`src/rtl/muldiv_pkg.sv`:
```
// Shared definitions for the multiply/divide unit: op encodings, FSM states,
// default operand width and small op-decode helpers.
package muldiv_pkg;

  localparam int MULDIV_WIDTH = 32;

  typedef enum logic [2:0] {
    OP_MULT  = 3'd0,
    OP_MULTU = 3'd1,
    OP_DIV   = 3'd2,
    OP_DIVU  = 3'd3,
    OP_MADD  = 3'd4,
    OP_MADDU = 3'd5,
    OP_MSUB  = 3'd6,
    OP_MSUBU = 3'd7
  } muldiv_op_e;

  typedef enum logic [2:0] {
    ST_IDLE    = 3'd0,
    ST_MUL     = 3'd1,
    ST_ACC     = 3'd2,
    ST_DIV_RUN = 3'd3,
    ST_DIV_FIX = 3'd4,
    ST_DONE    = 3'd5
  } muldiv_state_e;

  // Even encodings are the signed variants.
  function automatic logic op_is_signed(input logic [2:0] op);
    return ~op[0];
  endfunction

  function automatic logic op_is_div(input logic [2:0] op);
    return (op == OP_DIV) || (op == OP_DIVU);
  endfunction

  function automatic logic op_is_acc(input logic [2:0] op);
    return op[2];
  endfunction

  function automatic logic op_is_sub(input logic [2:0] op);
    return op[2] & op[1];
  endfunction

endpackage

```
`src/rtl/muldiv_div_core.sv`:
```
// Iterative restoring divider. A start pulse captures the raw operands; the
// first busy cycle converts them to magnitudes, then WIDTH cycles each retire
// one quotient bit. ready_o marks the final iteration cycle, so quotient_o and
// remainder_o (sign-corrected) are valid from the following cycle on.
module muldiv_div_core
  import muldiv_pkg::*;
#(
  parameter int WIDTH = MULDIV_WIDTH
) (
  input  logic             clk,
  input  logic             rst,
  input  logic             start_i,
  input  logic             annul_i,
  input  logic             signed_i,
  input  logic [WIDTH-1:0] dividend_i,
  input  logic [WIDTH-1:0] divisor_i,
  output logic [WIDTH-1:0] quotient_o,
  output logic [WIDTH-1:0] remainder_o,
  output logic             ready_o
);

  localparam int CW = $clog2(WIDTH + 2);
  localparam logic [CW-1:0] CNT_LOAD = CW'(WIDTH + 1);
  localparam logic [CW-1:0] CNT_LAST = CW'(1);

  logic [CW-1:0]    cnt;
  logic [WIDTH-1:0] a_raw, b_raw;
  logic             sgn;
  logic [WIDTH-1:0] quo, rem, dvs;
  logic             neg_q, neg_r;

  logic [WIDTH:0]   trial_rem, trial_diff;
  logic [WIDTH-1:0] step_quo, step_rem;

  // Two's-complement magnitude; MIN maps onto itself, which reads correctly
  // as the unsigned value 2^(WIDTH-1).
  function automatic logic [WIDTH-1:0] magnitude(input logic [WIDTH-1:0] v,
                                                 input logic is_signed);
    return (is_signed && v[WIDTH-1]) ? (~v + 1'b1) : v;
  endfunction

  // One restoring step: shift the next dividend bit into the partial
  // remainder and subtract the divisor if it fits.
  always_comb begin
    trial_rem  = {rem, quo[WIDTH-1]};
    trial_diff = trial_rem - {1'b0, dvs};
    step_rem   = trial_rem[WIDTH-1:0];
    step_quo   = {quo[WIDTH-2:0], 1'b0};
    if (!trial_diff[WIDTH]) begin
      step_rem = trial_diff[WIDTH-1:0];
      step_quo = {quo[WIDTH-2:0], 1'b1};
    end
  end

  // Operand capture, magnitude load and iteration down-counter.
  always_ff @(posedge clk) begin
    if (!rst) begin
      cnt   <= '0;
      a_raw <= '0;
      b_raw <= '0;
      sgn   <= 1'b0;
      quo   <= '0;
      rem   <= '0;
      dvs   <= '0;
      neg_q <= 1'b0;
      neg_r <= 1'b0;
    end else if (annul_i) begin
      cnt <= '0;
    end else if (start_i) begin
      a_raw <= dividend_i;
      b_raw <= divisor_i;
      sgn   <= signed_i;
      cnt   <= CNT_LOAD;
    end else if (cnt == CNT_LOAD) begin
      quo   <= magnitude(a_raw, sgn);
      dvs   <= magnitude(b_raw, sgn);
      rem   <= '0;
      neg_q <= sgn & (a_raw[WIDTH-1] ^ b_raw[WIDTH-1]);
      neg_r <= sgn & a_raw[WIDTH-1];
      cnt   <= cnt - 1'b1;
    end else if (cnt != '0) begin
      quo <= step_quo;
      rem <= step_rem;
      cnt <= cnt - 1'b1;
    end
  end

  assign ready_o = (cnt == CNT_LAST);

  // Quotient sign follows the operand signs, remainder follows the dividend.
  // MIN / -1 yields a positive magnitude 2^(WIDTH-1) that reads back as MIN.
  assign quotient_o  = neg_q ? (~quo + 1'b1) : quo;
  assign remainder_o = neg_r ? (~rem + 1'b1) : rem;

endmodule

```
`src/rtl/muldiv_unit.sv`:
```
// Multi-cycle multiply / multiply-accumulate / divide unit beside the ALU.
// Holds the pipeline via stall_req_o while busy and issues a one-cycle HI/LO
// write in DONE. Define MULDIV_ACCUM_EN to build the MADD/MSUB family;
// without it those ops complete immediately as no-writes.
module muldiv_unit
  import muldiv_pkg::*;
#(
  parameter int WIDTH = MULDIV_WIDTH
) (
  input  logic             clk,
  input  logic             rst,
  input  logic             start_i,
  input  logic             annul_i,
  input  logic [2:0]       op_i,
  input  logic [WIDTH-1:0] opa_i,
  input  logic [WIDTH-1:0] opb_i,
  input  logic [WIDTH-1:0] hi_i,
  input  logic [WIDTH-1:0] lo_i,
  output logic             stall_req_o,
  output logic             done_o,
  output logic             hilo_we_o,
  output logic [WIDTH-1:0] hi_o,
  output logic [WIDTH-1:0] lo_o,
  output logic             div_by_zero_o
);

  muldiv_state_e state, state_nxt;

  logic             launch;
  logic             div_start;
  logic             sgn_r;
  logic [WIDTH-1:0] a_r, b_r;
  logic [WIDTH-1:0] hi_r, lo_r;
  logic             we_r;
  logic             dbz_r;

  logic [2*WIDTH-1:0] mul_a_ext, mul_b_ext, product;

  logic [WIDTH-1:0] div_quo, div_rem;
  logic             div_ready;

`ifdef MULDIV_ACCUM_EN
  logic               acc_r, sub_r;
  logic [WIDTH-1:0]   acc_hi_r, acc_lo_r;
  logic [2*WIDTH-1:0] acc_base, acc_result;
`else
  logic               unused_acc;
  assign unused_acc = ^{hi_i, lo_i};
`endif

  // annul_i outranks start_i, so a flushed instruction never launches.
  assign launch    = start_i & ~annul_i;
  assign div_start = (state == ST_IDLE) & launch & op_is_div(op_i) & (opb_i != '0);

  assign mul_a_ext = {{WIDTH{sgn_r & a_r[WIDTH-1]}}, a_r};
  assign mul_b_ext = {{WIDTH{sgn_r & b_r[WIDTH-1]}}, b_r};
  assign product   = mul_a_ext * mul_b_ext;

`ifdef MULDIV_ACCUM_EN
  // The MUL state parks the product in {hi_r, lo_r}; ACC folds it into the
  // captured HI/LO.
  assign acc_base   = {acc_hi_r, acc_lo_r};
  assign acc_result = sub_r ? (acc_base - {hi_r, lo_r}) : (acc_base + {hi_r, lo_r});
`endif

  muldiv_div_core #(
    .WIDTH(WIDTH)
  ) u_div_core (
    .clk        (clk),
    .rst        (rst),
    .start_i    (div_start),
    .annul_i    (annul_i),
    .signed_i   (op_is_signed(op_i)),
    .dividend_i (opa_i),
    .divisor_i  (opb_i),
    .quotient_o (div_quo),
    .remainder_o(div_rem),
    .ready_o    (div_ready)
  );

  // State register plus operand capture and result registers.
  always_ff @(posedge clk) begin
    if (!rst) begin
      state <= ST_IDLE;
      sgn_r <= 1'b0;
      a_r   <= '0;
      b_r   <= '0;
      hi_r  <= '0;
      lo_r  <= '0;
      we_r  <= 1'b0;
      dbz_r <= 1'b0;
`ifdef MULDIV_ACCUM_EN
      acc_r    <= 1'b0;
      sub_r    <= 1'b0;
      acc_hi_r <= '0;
      acc_lo_r <= '0;
`endif
    end else begin
      state <= state_nxt;
      case (state)
        ST_IDLE: begin
          if (launch) begin
            sgn_r <= op_is_signed(op_i);
            a_r   <= opa_i;
            b_r   <= opb_i;
            hi_r  <= '0;
            lo_r  <= '0;
            dbz_r <= op_is_div(op_i) & (opb_i == '0);
`ifdef MULDIV_ACCUM_EN
            we_r     <= 1'b1;
            acc_r    <= op_is_acc(op_i);
            sub_r    <= op_is_sub(op_i);
            acc_hi_r <= hi_i;
            acc_lo_r <= lo_i;
`else
            we_r  <= ~op_is_acc(op_i);
`endif
          end
        end
        ST_MUL: {hi_r, lo_r} <= product;
`ifdef MULDIV_ACCUM_EN
        ST_ACC: {hi_r, lo_r} <= acc_result;
`endif
        ST_DIV_FIX: begin
          hi_r <= div_rem;
          lo_r <= div_quo;
        end
        default: ;
      endcase
    end
  end

  // Next-state decode and output strobes.
  always_comb begin
    state_nxt     = state;
    stall_req_o   = 1'b0;
    done_o        = 1'b0;
    hilo_we_o     = 1'b0;
    hi_o          = '0;
    lo_o          = '0;
    div_by_zero_o = 1'b0;

    case (state)
      ST_IDLE: begin
        if (launch) begin
          stall_req_o = 1'b1;
          if (op_is_div(op_i)) begin
            state_nxt = (opb_i == '0) ? ST_DONE : ST_DIV_RUN;
          end else if (op_is_acc(op_i)) begin
`ifdef MULDIV_ACCUM_EN
            state_nxt = ST_MUL;
`else
            state_nxt = ST_DONE;
`endif
          end else begin
            state_nxt = ST_MUL;
          end
        end
      end
      ST_MUL: begin
        stall_req_o = 1'b1;
`ifdef MULDIV_ACCUM_EN
        state_nxt = acc_r ? ST_ACC : ST_DONE;
`else
        state_nxt = ST_DONE;
`endif
      end
`ifdef MULDIV_ACCUM_EN
      ST_ACC: begin
        stall_req_o = 1'b1;
        state_nxt   = ST_DONE;
      end
`endif
      ST_DIV_RUN: begin
        stall_req_o = 1'b1;
        if (div_ready) state_nxt = ST_DIV_FIX;
      end
      ST_DIV_FIX: begin
        stall_req_o = 1'b1;
        state_nxt   = ST_DONE;
      end
      ST_DONE: begin
        state_nxt = ST_IDLE;
        if (!annul_i) begin
          done_o        = 1'b1;
          hilo_we_o     = we_r;
          hi_o          = hi_r;
          lo_o          = lo_r;
          div_by_zero_o = dbz_r;
        end
      end
      default: state_nxt = ST_IDLE;
    endcase

    if (state != ST_IDLE && annul_i) state_nxt = ST_IDLE;
  end

endmodule

```
`config.mk`:
```
export PLATFORM = sky130hd
export DESIGN_NAME = muldiv_unit
export DESIGN_NICKNAME = d
export VERILOG_FILES = /design/src/rtl/muldiv_pkg.sv /design/src/rtl/muldiv_div_core.sv /design/src/rtl/muldiv_unit.sv
export SDC_FILE = /design/constraint.sdc
export NUM_CORES = 2
export LEC_CHECK = 0
export CELL_PAD_IN_SITES_DETAIL_PLACEMENT = 1
export CELL_PAD_IN_SITES_GLOBAL_PLACEMENT = 1
export CORE_MARGIN = 2
export CORE_UTILIZATION = 40
export CTS_CLUSTER_DIAMETER = 60
export DETAILED_ROUTE_END_ITERATION = 7
export GPL_TIMING_DRIVEN = 0
export PLACE_DENSITY_LB_ADDON = 0.1
export SYNTH_ARGS = -nofsm -noshare
export SYNTH_HDL_FRONTEND = slang
export SYNTH_SLANG_ARGS = --single-unit
```
`constraint.sdc`:
```
create_clock -name clk -period 15.8 [get_ports clk]
set_clock_uncertainty 0.1 [all_clocks]
set_input_delay 3.95 -clock clk [delete_from_list [all_inputs] [get_ports clk]]
set_output_delay 3.95 -clock clk [all_outputs]
set_load 0.02 [all_outputs]
```
==> impl_metrics.csv <==
group,metric,value,unit
status,status,"finished clean",
timing,finalMaxSlewViolations,0,
floorplanning,row_count,134,
worst_setup_path,worstPathRequired,11750,ps
detailed_routing,drtIter0Drc,3182,
synth,synth-adder-area-share,0.477,
detailed_routing,viasPerCell,5.39,
worst_setup_path,cp-end-kind,"output port",
timing,final-setup-viol-count,0,
clock_network,clock_path_buffers,3,
detailed_routing,antenna_left,0,
clock_network,cts_resized,0,
synth,ys_seq_elements,303,
timing,slew_headroom,0.155,
placement,globalplace.congestion,0.962,
timing,holdWs,354,ps
grt,grt_pass1_wl,325000,µm
power,max-vdd-ir-drop,0.238,mV
finish,design_area,58500,µm²
clock_network,cts_setup_buffers,0,
floorplanning,io_pins,203,
detailed_routing,drt_pass1_iterations,6,
synth,syn_inst,6250,
min_path,hold_class,"reg2reg",
worst_setup_path,critical_path.cell_chain,"clkdlybuf4s50_1 -> nor3_2 -> buf_6 -> clkbuf_1 -> clkbuf_1 -> and2_1 -> clkdlybuf4s50_1",
floorplanning,dieHeight,371,µm
floorplanning,dieArea,137000,µm²
synth,syn_avg_cell_area,8.60,µm²
finish,final_nets,7935,
worst_setup_path,cpPeakStageDelay,730,ps
clock_network,clock-sinks,303,
finish,final_util,0.439,
grt,antenna_found_initial,9,
synth,ys.flop_type,"dfxtp_1",
synth,yosysWarnings,0,
synth,synth-edff-count,0,
timing,timing.final.crit_share,0.731,
clock_network,cts.htree.levels,1,
timing,fin_crit,11560,ps
power,cellPowerDensity,61.0,nW/µm²
floorplanning,design.core.area,133000,µm²
timing,worstMarginPinSlew,1270,ps
worst_setup_path,critical_path_arrival,7510,ps
finish,syn_to_final_growth,8.86,%
synth,async_flop_share,0,
detailed_routing,drc,0,
finish,drive_above_1_share,0.0154,
clock_network,cts_tree,"built",
synth,syn-num-nets,7761,
timing,hold_viol,0,
synth,synth_top_family_by_area,"adder cells",
worst_setup_path,slowest_stage,"clkbuf_1",
synth,synth_compound_area_frac,0.0883,
floorplanning,dieWidth,371,µm
detailed_routing,vias,44319,
grt,grt_pass1_vias,48541,
placement,placed_cell_area,57400,µm²
synth,synthSimpleGateAreaFrac,0.173,
timing,grt_setup_unrepaired,"false",
job,maxCapViolCount,0,
timing,max_freq,0.0865,GHz
worst_setup_path,worstSetupPathType,"in2out",
synth,yosysUniqueCellTypes,80,
timing,worst_slack,4240,ps
placement,place_hpwl,189000,µm
timing,fin_setup_tns,0,ps
grt,grt-ovfl-total,0,
placement,dp_worst_setup_slack,4330,ps
synth,netlist_area,53800,µm²
placement,port_buffers,138,
clock_network,clkSlewWorstSetupHoldPaths,70,ps
grt,track_usage,0.325,
synth,muxShareOfSynthArea,0.00617,
clock_network,insertion_delay,620,ps
clock_network,cts-root-buf,"clkbuf_16",
clock_network,numCtsBuffers,31,
clock_network,cts_hold_buf,0,
worst_setup_path,crit_path_start_kind,"input pin",
detailed_routing,wire_per_inst,26.5,µm
grt,grt_max_degree,25,
worst_setup_path,r2r_setup_slack,4670,ps
worst_setup_path,crit_path_max_fanout,10,
power,p_leak,26.6,nW
floorplanning,start_util,0.403,
synth,yosysSeqAreaShare,0.113,
detailed_routing,finalWirelength,218000,µm
synth,synth_xor_area_frac,0.0344,
-- cells by family after synthesis --
logic type	count (synthesis)
simple gates	2030
buf+inv	1551
fa+ha+maj	1376
compound gates	746
flops	303
xor+xnor	211
mux	33
-- worst paths after layout --
kind,startpoint,endpoint,cells past startpoint
max reg2reg,a_r[31]$_SDFFE_PN0P_,hi_r[27]$_SDFFE_PN0P_,30
max,annul_i,hi_o[0],7
min reg2reg,u_div_core.b_raw[18]$_SDFFE_PN0P_,u_div_core.b_raw[18]$_SDFFE_PN0P_,2
min,u_div_core.b_raw[18]$_SDFFE_PN0P_,u_div_core.b_raw[18]$_SDFFE_PN0P_,2
-- power by group --
part           switching, mW  total [mW]  internal (mW)
logic                   1.18        1.85          0.672
registers             0.0788       0.883          0.804
clock network          0.361       0.836          0.476
-- cell usage in the layout (no fill, tap or decap), types with 8 or more instances in the layout --
cell	count
a211o_1	8
a211oi_1	68
a21o_1	46
a21oi_1	295
a222oi_1	35
a22oi_1	17
a31oi_1	17
and2_1	420
and3_1	32
clkbuf_1	361
clkbuf_16	31
clkdlybuf4s50_1	138
dfxtp_1	303
fa_1	1125
ha_1	250
inv_1	1183
mux2i_1	32
nand2_1	1110
nand2b_1	21
nand3_1	40
nand4_1	20
nor2_1	254
nor2b_1	13
nor3_1	38
nor4_1	23
o211ai_1	13
o21a_1	9
o21ai_0	122
o22ai_1	13
o31ai_1	22
o41ai_1	16
or2_2	10
or3_1	10
or4_1	13
xnor2_1	151
xor2_1	60
-- worst max-delay path: cells and delay by family --
family                 cells  cell delay, ps
and+or+nand+nor            2             880
buffers and inverters      5            2650
-- layer usage --
metal | share of wire | global-route usage
met5 | 0.00012 | 0
met4 | 0.051 | 0.137
met3 | 0.059 | 0.0370
met2 | 0.47 | 0.536
met1 | 0.42 | 0.432
-- registers in the layout, summed over array words and instances (netlist names) --
| register | flops |
|---|---|
| u_div_core.dvs | 32 |
| u_div_core.rem | 32 |
| u_div_core.cnt | 6 |
| a_r | 32 |
| u_div_core.sgn | 1 |
| u_div_core.neg_r | 1 |
| we_r | 1 |
| u_div_core.b_raw | 32 |
| u_div_core.a_raw | 32 |
| state | 3 |
| u_div_core.neg_q | 1 |
| hi_r | 32 |
| dbz_r | 1 |
| lo_r | 32 |
| u_div_core.quo | 32 |
| b_r | 32 |
| sgn_r | 1 |
-- cell type report --
| type | instances | area, µm² |
|---|---|---|
| fillers | 15934 | 74900 |
| multi-input cells | 4396 | 41900 |
| flip-flops and latches | 303 | 6070 |
| inverters | 1183 | 4440 |
| well taps | 1768 | 2210 |
| repair buffers | 141 | 1410 |
| plain buffers | 368 | 1390 |
| clock buffers | 36 | 825 |
| clock inverters | 21 | 289 |
| diodes | 4 | 10.0 |
-- synth_stat cells, types with 5 or more instances --
master,number,area (µm²)
inv_1,1183,4440
fa_1,1126,22500
nand2_1,1110,4170
and2_1,420,2630
clkbuf_1,359,1350
dfxtp_1,303,6070
a21oi_1,295,1480
nor2_1,254,953
ha_1,250,3130
xnor2_1,151,1320
o21ai_0,122,611
a211oi_1,68,510
xor2_1,60,526
a21o_1,46,345
nand3_1,40,200
nor3_1,40,200
a222oi_1,35,350
and3_1,32,200
mux2i_1,32,320
nor4_1,23,144
o31ai_1,23,173
nand2b_1,21,131
nand4_1,20,125
a22oi_1,17,128
a31oi_1,17,106
o41ai_1,16,140
nor2b_1,13,81.3
o211ai_1,13,97.6
o22ai_1,13,81.3
or4_1,13,97.6
or2_2,10,62.6
or3_1,10,62.6
o21a_1,9,67.6
a211o_1,8,70.1
a221oi_1,7,61.3
o21bai_1,7,52.6
buf_1,6,22.5
nand3b_1,5,37.5
-- through the flow --
stage	cells	power (mW)
3_3_place_gp	8156	2.72
4_1_cts	8215	3.59
6_report	8220	3.57
5_1_grt	8216	3.77
2_1_floorplan	6250	2.11
3_5_place_dp	8158	2.74
(Power assumes the default switching activity.)
